[src/rtl/k_cplx_axis_tx_pkg.sv]
// Shared definitions for the complex-sample stream: TDATA packing, clog2 helper,
// default component width.
package k_cplx_axis_tx_pkg;

  localparam int unsigned DEF_IN_WIDTH = 16;

  typedef struct packed {
    logic [DEF_IN_WIDTH-1:0] re;
    logic [DEF_IN_WIDTH-1:0] im;
  } cplx_t;

  function automatic int unsigned clog2(input int unsigned n);
    int unsigned r;
    r = 0;
    while ((64'd1 << r) < 64'(n)) r = r + 1;
    return r;
  endfunction

  // Real part in the upper half, imaginary in the lower half.
  function automatic logic [2*DEF_IN_WIDTH-1:0] pack_cplx(
    input logic [DEF_IN_WIDTH-1:0] re,
    input logic [DEF_IN_WIDTH-1:0] im
  );
    cplx_t c;
    c.re = re;
    c.im = im;
    return c;
  endfunction

  function automatic cplx_t unpack_cplx(input logic [2*DEF_IN_WIDTH-1:0] d);
    return cplx_t'(d);
  endfunction

endpackage

[src/rtl/k_sync_fifo.sv]
// Circular synchronous FIFO with separate count; head entry is read straight
// from the storage registers so the output is show-ahead.
module k_sync_fifo
  import k_cplx_axis_tx_pkg::*;
#(
  parameter int unsigned WIDTH = 32,
  parameter int unsigned DEPTH = 4
) (
  input  logic                    clk,
  input  logic                    rst,
  input  logic                    push,
  input  logic [WIDTH-1:0]        wdata,
  input  logic                    pop,
  output logic [WIDTH-1:0]        rdata,
  output logic [clog2(DEPTH):0]   count,
  output logic                    full,
  output logic                    empty
);

  localparam int unsigned PTR_W = (DEPTH > 1) ? clog2(DEPTH) : 1;
  localparam int unsigned CNT_W = clog2(DEPTH) + 1;

  logic [WIDTH-1:0] mem [DEPTH];
  logic [PTR_W-1:0] wr_ptr;
  logic [PTR_W-1:0] rd_ptr;
  logic             do_push;
  logic             do_pop;

  assign full    = (count == CNT_W'(DEPTH));
  assign empty   = (count == '0);
  assign do_push = push && !full;
  assign do_pop  = pop && !empty;
  assign rdata   = mem[rd_ptr];

  // Storage is cleared on reset so the idle head reads as zero.
  always_ff @(posedge clk or posedge rst) begin
    if (rst) begin
      wr_ptr <= '0;
      rd_ptr <= '0;
      count  <= '0;
      for (int i = 0; i < int'(DEPTH); i++) mem[i] <= '0;
    end else begin
      if (do_push) begin
        mem[wr_ptr] <= wdata;
        wr_ptr      <= wr_ptr + PTR_W'(1);
      end
      if (do_pop) rd_ptr <= rd_ptr + PTR_W'(1);
      case ({do_push, do_pop})
        2'b10:   count <= count + CNT_W'(1);
        2'b01:   count <= count - CNT_W'(1);
        default: count <= count;
      endcase
    end
  end

endmodule

[src/rtl/k_cplx_axis_tx.sv]
// AXI4-Stream master for complex samples: buffers upstream strobes in a FIFO,
// packs {re, im} and marks the last beat of each fixed-length frame.
module k_cplx_axis_tx
  import k_cplx_axis_tx_pkg::*;
#(
  parameter int unsigned IN_WIDTH  = DEF_IN_WIDTH,
  parameter int unsigned DEPTH     = 4,
  parameter int unsigned FRAME_LEN = 8
) (
  input  logic                    clk,
  input  logic                    rst,
  input  logic                    in_valid,
  input  logic [IN_WIDTH-1:0]     in_re,
  input  logic [IN_WIDTH-1:0]     in_im,
  output logic                    in_ready,
  output logic                    m_axis_tvalid,
  input  logic                    m_axis_tready,
  output logic [2*IN_WIDTH-1:0]   m_axis_tdata,
  output logic                    m_axis_tlast,
  output logic [clog2(DEPTH):0]   fill_level,
  output logic                    overflow,
  input  logic                    ovf_clr
);

  localparam int unsigned DATA_W = 2 * IN_WIDTH;
  localparam int unsigned BEAT_W = (FRAME_LEN > 1) ? clog2(FRAME_LEN) : 1;

  logic [DATA_W-1:0] wdata;
  logic [BEAT_W-1:0] beat_cnt;
  logic              full;
  logic              empty;
  logic              handshake;

  if (IN_WIDTH == DEF_IN_WIDTH) begin : g_pack_pkg
    assign wdata = pack_cplx(in_re, in_im);
  end else begin : g_pack_cat
    assign wdata = {in_re, in_im};
  end

  assign in_ready      = !full;
  assign m_axis_tvalid = !empty;
  assign handshake     = m_axis_tvalid && m_axis_tready;
  assign m_axis_tlast  = m_axis_tvalid && (beat_cnt == BEAT_W'(FRAME_LEN - 1));

  k_sync_fifo #(
    .WIDTH (DATA_W),
    .DEPTH (DEPTH)
  ) u_fifo (
    .clk   (clk),
    .rst   (rst),
    .push  (in_valid),
    .wdata (wdata),
    .pop   (handshake),
    .rdata (m_axis_tdata),
    .count (fill_level),
    .full  (full),
    .empty (empty)
  );

  // Frame position of the beat currently at the head of the stream.
  always_ff @(posedge clk or posedge rst) begin
    if (rst) begin
      beat_cnt <= '0;
    end else if (handshake) begin
      if (beat_cnt == BEAT_W'(FRAME_LEN - 1)) beat_cnt <= '0;
      else                                     beat_cnt <= beat_cnt + BEAT_W'(1);
    end
  end

  // Sticky drop flag; a new drop outranks a same-cycle clear.
  always_ff @(posedge clk or posedge rst) begin
    if (rst)                   overflow <= 1'b0;
    else if (in_valid && full) overflow <= 1'b1;
    else if (ovf_clr)          overflow <= 1'b0;
  end

endmodule

[config.mk]
export PLATFORM = sky130hd
export DESIGN_NAME = k_cplx_axis_tx
export DESIGN_NICKNAME = d
export VERILOG_FILES = /design/src/rtl/k_cplx_axis_tx_pkg.sv /design/src/rtl/k_sync_fifo.sv /design/src/rtl/k_cplx_axis_tx.sv
export SDC_FILE = /design/constraint.sdc
export NUM_CORES = 1
export LEC_CHECK = 0
export BUFFER_PORTS_ARGS = -buffer_cell sky130_fd_sc_hd__buf_2
export CORE_ASPECT_RATIO = 0.75
export CORE_MARGIN = 4
export CORE_UTILIZATION = 35
export CTS_CLUSTER_DIAMETER = 60
export DETAILED_ROUTE_END_ITERATION = 10
export PLACE_DENSITY = 0.52
export SLEW_MARGIN = 10
export SYNTH_ARGS = -nofsm -noshare
export SYNTH_HDL_FRONTEND = slang
export SYNTH_HIERARCHICAL = 1
export SYNTH_SLANG_ARGS = --single-unit
[constraint.sdc]
create_clock -name clk -period 4.5 [get_ports clk]
set_clock_uncertainty 0.2 [all_clocks]
set_input_delay 0.225 -clock clk [delete_from_list [all_inputs] [get_ports clk]]
set_output_delay 0.225 -clock clk [all_outputs]
set_load 0.01 [all_outputs]
# Yosys cells after proc, flatten, opt, wreduce, memory -nomap -nowiden
# Index checks and enable logic that the tools add are counted.
[totals] ff_bits=139 input_bits=37
[op_classes] add_sub_neg=5 n_lt_le_gt_ge=3 eq_ne=4 muxes=10 n_bitwise=2 reduce_logical=11
[ops] op="128-bit bitwise mux" n=1
[ops] op="32-bit 2-to-1 mux" n=3
[ops] op="32-bit binary-select mux with 2-bit select" n=1
[ops] op="32-bit demux with 2-bit select" n=1
[ops] op="3-bit by 1-bit adder with 3-bit output (second input constant)" n=2
[ops] op="3-bit equality test (second input constant)" n=2
[ops] op="3-bit >= comparator (second input constant)" n=2
[ops] op="1-bit logical AND" n=6
[ops] op="2-bit NOT with 3-bit output" n=2
[ops] op="3-bit case mux with 2 select lines" n=1
[ops] op="2-bit by 1-bit adder with 2-bit output (second input constant)" n=2
[ops] op="2-bit nonzero test" n=2
[ops] op="3-bit logical NOT" n=1
[ops] op="3-bit by 1-bit less-than comparator with 1-bit output (second input constant)" n=1
[ops] op="3-bit 2-to-1 mux" n=1
[ops] op="3-bit by 1-bit subtractor with 3-bit output (second input constant)" n=1
[ops] op="2-bit by 1-bit equality test with 1-bit output (second input constant)" n=1
[ops] op="2-bit equality test (second input constant)" n=1
[ops] op="1-bit logical NOT" n=2
[ops] op="1-bit 2-to-1 mux" n=2

# Logic depth before layout (Yosys ltp)
[depth] word_depth=6 depth_mapped=9 mapped_depth_nobuf=9

# Modules after synthesis
# Netlist, hierarchy kept.
[by_module_without_submodules] module="k_sync_fifo" instances=1 cells_per_inst=349 area_each_um2=5967.0 seq_area_each_um2=3378.2
[by_module_without_submodules] module="k_cplx_axis_tx" instances=1 cells_per_inst=18 area_each_um2=220.2 seq_area_each_um2=100.1

# Worst setup path after synthesis
# OpenSTA, ideal clock, no wires.
[synth_timing] path_type="register -> register" from="register u_fifo.count[0]" to="register u_fifo.count[2]" arrival_time_ns=1.988 required_time_ns=4.221 setup_slack_ns=2.233 stages_incl_launch_ff=10 path_buffers=0 path_cell_list="dfrtp_1 nor3_1 nor2b_4 o31a_1 ha_1 inv_1 fa_1 xor2_1 nor2_1 xor2_1"
[synth_via] elab_chain_len=6 elab_cells_between_ends=13 cone_classes="add/sub: 2; eq/ne: 3; mux: 1; reduce/logical: 7"
[synth_rtl] item="start, declared" line_no="k_sync_fifo.sv:15" text="output logic [clog2(DEPTH):0] count,"
[synth_rtl] item="start signal, assigned" line_no="k_sync_fifo.sv:49" text="2'b10: count <= count + CNT_W'(1);"
[synth_rtl] item="start signal, assigned" line_no="k_sync_fifo.sv:50" text="2'b01: count <= count - CNT_W'(1);"
[synth_rtl] item="start signal, assigned" line_no="k_sync_fifo.sv:51" text="default: count <= count;"
[synth_rtl] item="3-bit logical NOT *" line_no="k_sync_fifo.sv:30" text="assign empty = (count == '0);"
[synth_rtl] item="net empty" line_no="k_cplx_axis_tx.sv:31" text="logic empty;"
[synth_rtl] item="1-bit logical NOT *" line_no="k_cplx_axis_tx.sv:41" text="assign m_axis_tvalid = !empty;"
[synth_rtl] item="1-bit logical AND *" line_no="k_cplx_axis_tx.sv:42" text="assign handshake = m_axis_tvalid && m_axis_tready;"
[synth_rtl] item="net handshake" line_no="k_cplx_axis_tx.sv:32" text="logic handshake;"
[synth_rtl] item="1-bit logical AND *" line_no="k_sync_fifo.sv:32" text="assign do_pop = pop && !empty;"
[synth_rtl] item="net u_fifo.do_pop" line_no="k_sync_fifo.sv:27" text="logic do_pop;"
[synth_rtl] item="2-bit by 1-bit equality test with 1-bit output / 2-bit equality test (equally long branches)" line_no="k_sync_fifo.sv:48" text="case ({do_push, do_pop})"
[synth_rtl] item="3-bit case mux with 2 select lines / 2-bit nonzero test (equally long branches)"
# The timed path passes the listed nets; every way through them passes the cells marked *.
# A chain may end at the register's enable or synchronous reset.

# Worst setup path in the final report
[layout_timing] from="register u_fifo.rd_ptr[0]" to="output port m_axis_tdata[29]"
[layout_via] elab_chain_len=4
[layout_rtl] item="start, declared" line_no="k_sync_fifo.sv:25" text="logic [PTR_W-1:0] rd_ptr;"
[layout_rtl] item="start signal, assigned" line_no="k_sync_fifo.sv:47" text="if (do_pop) rd_ptr <= rd_ptr + PTR_W'(1);"
[layout_rtl] item="2-bit NOT with 3-bit output (not written as such)" line_no="k_sync_fifo.sv:33" text="assign rdata = mem[rd_ptr];"
[layout_rtl] item="32-bit binary-select mux with 2-bit select" line_no="k_sync_fifo.sv:33"
[layout_rtl] item="32-bit 2-to-1 mux (not written as such) (2 in series)" line_no="k_sync_fifo.sv:33"
[layout_rtl] item="end, declared" line_no="k_cplx_axis_tx.sv:18" text="output logic [2*IN_WIDTH-1:0] m_axis_tdata,"
# Every way passes these cells. The select of a mux whose other input is x is not followed.

==> flow_metrics.py <==
metrics = {
    "outcome": {
        "outcome": "complete, no violations",
    },
    "synth": {
        "netlist_top_cells_area": "dfrtp_1, mux2_2, mux4_2",
        "ys.warnings.count": 6,
        "synth_mux_area_share_pct": 36.0,
        "synth-seq-area-share_pct": 56.2,
        "synth_top_area_share_pct": 56.2,
        "synth-simple-area-share_pct": 1.58,
        "synth-compound-area-share_pct": 0.222,
        "synth_area_leader_cell": "dfrtp_1",
        "ys_types": 22,
        "synthesis.area_um2": 6190,
        "synth_xor_area_share_pct": 0.849,
        "synth_nets": 412,
        "ys_seq_elements": 139,
        "syn_inst": 367,
        "synth_top_family_by_area": "multiplexers",
        "synthAdderAreaFrac_pct": 1.74,
        "avgSynthCellArea_um2": 16.9,
    },
    "drt": {
        "via_per_inst": 4.79,
        "drt-pass1-iter-count": 4,
        "via_count": 3488,
        "drt-total-wl_um": 12900,
        "drc_errors": 0,
        "post_drt_wl_per_cell_um": 17.7,
        "antenna_left": 0,
        "drt_iter0_drc": 144,
    },
    "clocking": {
        "tritoncts": "done",
        "cts.sinks": 139,
        "clock_tree.root_cell": "clkbuf_16",
        "clk_latency_ns": 0.40,
        "cts_setup_buffers": 0,
        "htreeDepth": 4,
        "cts_buffers": 17,
        "clock_path_buffers": 2,
        "clkTransAtPathRegs_ns": 0.05,
    },
    "finish": {
        "final_util_pct": 44.9,
        "num-nets-final": 527,
        "syn2layout_area_growth_pct": 23.9,
        "antenna-diode-count": 0,
        "fin_area_um2": 7660,
        "drive_gt1_share_pct": 57.1,
    },
    "timing": {
        "maxSlewViolCount": 0,
        "setup_viol": 0,
        "period_share_pct": 63.8,
        "rsz0062_at_grt": "no",
        "slew_headroom_pct": 31.4,
        "fmax_ghz": 0.348,
        "worst_pin_slew_ns": 1.03,
        "hold_viol_final": 0,
        "fin_tns_setup_ns": 0,
        "fin_crit_ns": 2.87,
    },
    "placement": {
        "numPortBuffers": 75,
        "post_dp_cell_area_um2": 6770,
        "gp_routability_congestion": 0.692,
        "dpl.hpwl_um": 7960,
    },
    "setup_path": {
        "cp_slowest_cell": "dfrtp_2",
        "worstSetupStartpointType": "flop",
        "worstSetupPathType": "flop to primary output",
        "crit_chain": "buf_4 > mux4_2 > buf_2",
        "slowest_delay_ns": 0.97,
        "endpoint_kind": "primary output",
        "crit_required_ns": 4.07,
        "cp_max_fo": 25,
        "arrival_ns": 2.45,
    },
    "floorplanning": {
        "core_um2": 17100,
        "pin_count": 76,
        "die_y_um": 123,
        "start_util_pct": 36.2,
        "die_area_um2": 19900,
        "row_count": 41,
        "die_x_um": 162,
    },
    "grt": {
        "grt.busiest_layer": "met2",
        "met3_usage_pct": 4.47,
        "grt-ovfl-total": 0,
        "antenna_found_initial": 0,
        "use_met1_pct": 19.3,
        "first_global_vias": 3836,
        "grt_max_degree": 102,
        "grt.total_usage_pct": 14.2,
        "grtUsageMet2_pct": 21.9,
        "grt_pass1_wl_um": 21500,
    },
    "flow_run": {
        "max_cap_violations": 0,
    },
    "pwr": {
        "power.density_nw_per_um2": 780,
        "vdd_drop_max_uv": 292,
        "p_leak_nw": 3.28,
        "total_power_w": 0.00598,
    },
    "worst_hold_path": {
        "hold_path.class": "input port to flop",
    },
}
## cells by family after synthesis
family          after synthesis
simple gates                 17
buf+inv                      30
fa+ha+maj                     8
xor+xnor                      6
compound gates                2
mux                         165
flops                       139
## per-layer routing
| layer | vias to the layer above | wire (µm) |
|---|---|---|
| met3 | 10 | 610 |
| met4 | 0 | 122 |
| met2 | 61 | 6030 |
| li1 | 1571 | - |
| met1 | 1846 | 6100 |
| met5 | - | 0 |
## path summary, 6_finish.rpt
check / startpoint / to / slack, ns / cells after the start
setup / recovery: u_fifo/rd_ptr[0] / m_axis_tdata[29] / 1.63 / 3
hold / removal: in_valid / u_fifo/wr_ptr[0] / 0.06 / 3
setup reg to reg: u_fifo/count[2] / u_fifo/count[2] / 1.89 / 8
hold reg to reg: u_fifo/mem[35] / u_fifo/mem[35] / 0.30 / 1
max in group asynchronous: rst / u_fifo/mem[68] / 2.67 / 4
min in group asynchronous: rst / beat_cnt[0] / 0.09 / 3
## repair_timing
| item | CTS | global route |
|---|---|---|
| endpoints found under the setup margin | 0 | 0 |
| hold buffers | 35 | 0 |
| resized for setup | 0 | 0 |
| endpoints found under the hold margin | 233 | 0 |
## critical path: cells and delay by family (launching register included)
| family | cells | cell delay, ns |
|---|---|---|
| buf+inv | 2 | 0.52 |
| flops | 1 | 0.97 |
| mux | 1 | 0.53 |
## report_power, final
part	switching [W]	leakage, nW	internal (W)
clock network	0.000496	0.257	0.000794
logic	0.000897	1.37	0.00142
registers	0.000470	1.65	0.00190
total	0.00186	3.28	0.00411
## through the flow
stage	std cells	setup WS [ns]	hold slack, ns
final	728	1.63	0.0628
after global routing	728	1.39	0.0596
after CTS	728	1.51	0.0369
after detailed placement	664	1.89	-0.0318
after global placement	664	1.98	-0.0385
after floorplan	367	0.464	-0.209
## flip-flops by register name (all words and copies together), names as in the netlist
name           cells
u_fifo/count       3
overflow           1
u_fifo/wr_ptr      2
u_fifo/mem       128
u_fifo/rd_ptr      2
beat_cnt           3
## cells in the final DEF (no fill, tap or decap), drive strengths merged
cell type	instances
nor3b	1
nor3	1
clkbuf	23
o21ai	1
xnor2	3
dfrtp	139
nand2b	1
buf	81
nand2	6
xor2	3
nor2b	1
nor2	6
mux4	32
fa	1
and2b	1
clkinv	2
dlygate4sd3	35
ha	7
inv	10
o31a	1
bufinv	1
mux2	132
clkinvlp	3
mux2i	1
## synthesized netlist by cell type
library cell	number
nand2b_1	1
inv_1	10
nand2_1	6
xor2_1	3
mux2i_1	1
fa_1	1
xnor2_1	3
nor3_1	1
o31a_1	1
buf_2	5
dfrtp_1	139
o21ai_0	1
and2b_2	1
mux4_2	32
buf_6	12
ha_1	7
mux2_2	129
nor2_1	6
clkbuf_1	3
nor2b_4	1
nor3b_4	1
mux2_4	3
## area by class of cell
type | count | area [µm²]
Clock inverter | 6 | 66.3
Tap cell | 236 | 295
Fill cell | 1555 | 9420
Inverter | 10 | 42.5
Clock buffer | 23 | 478
Sequential cell | 139 | 3480
Multi-Input combinational cell | 198 | 2530
Timing Repair Buffer | 116 | 771
Note: power is estimated with default switching activity, not from simulation.
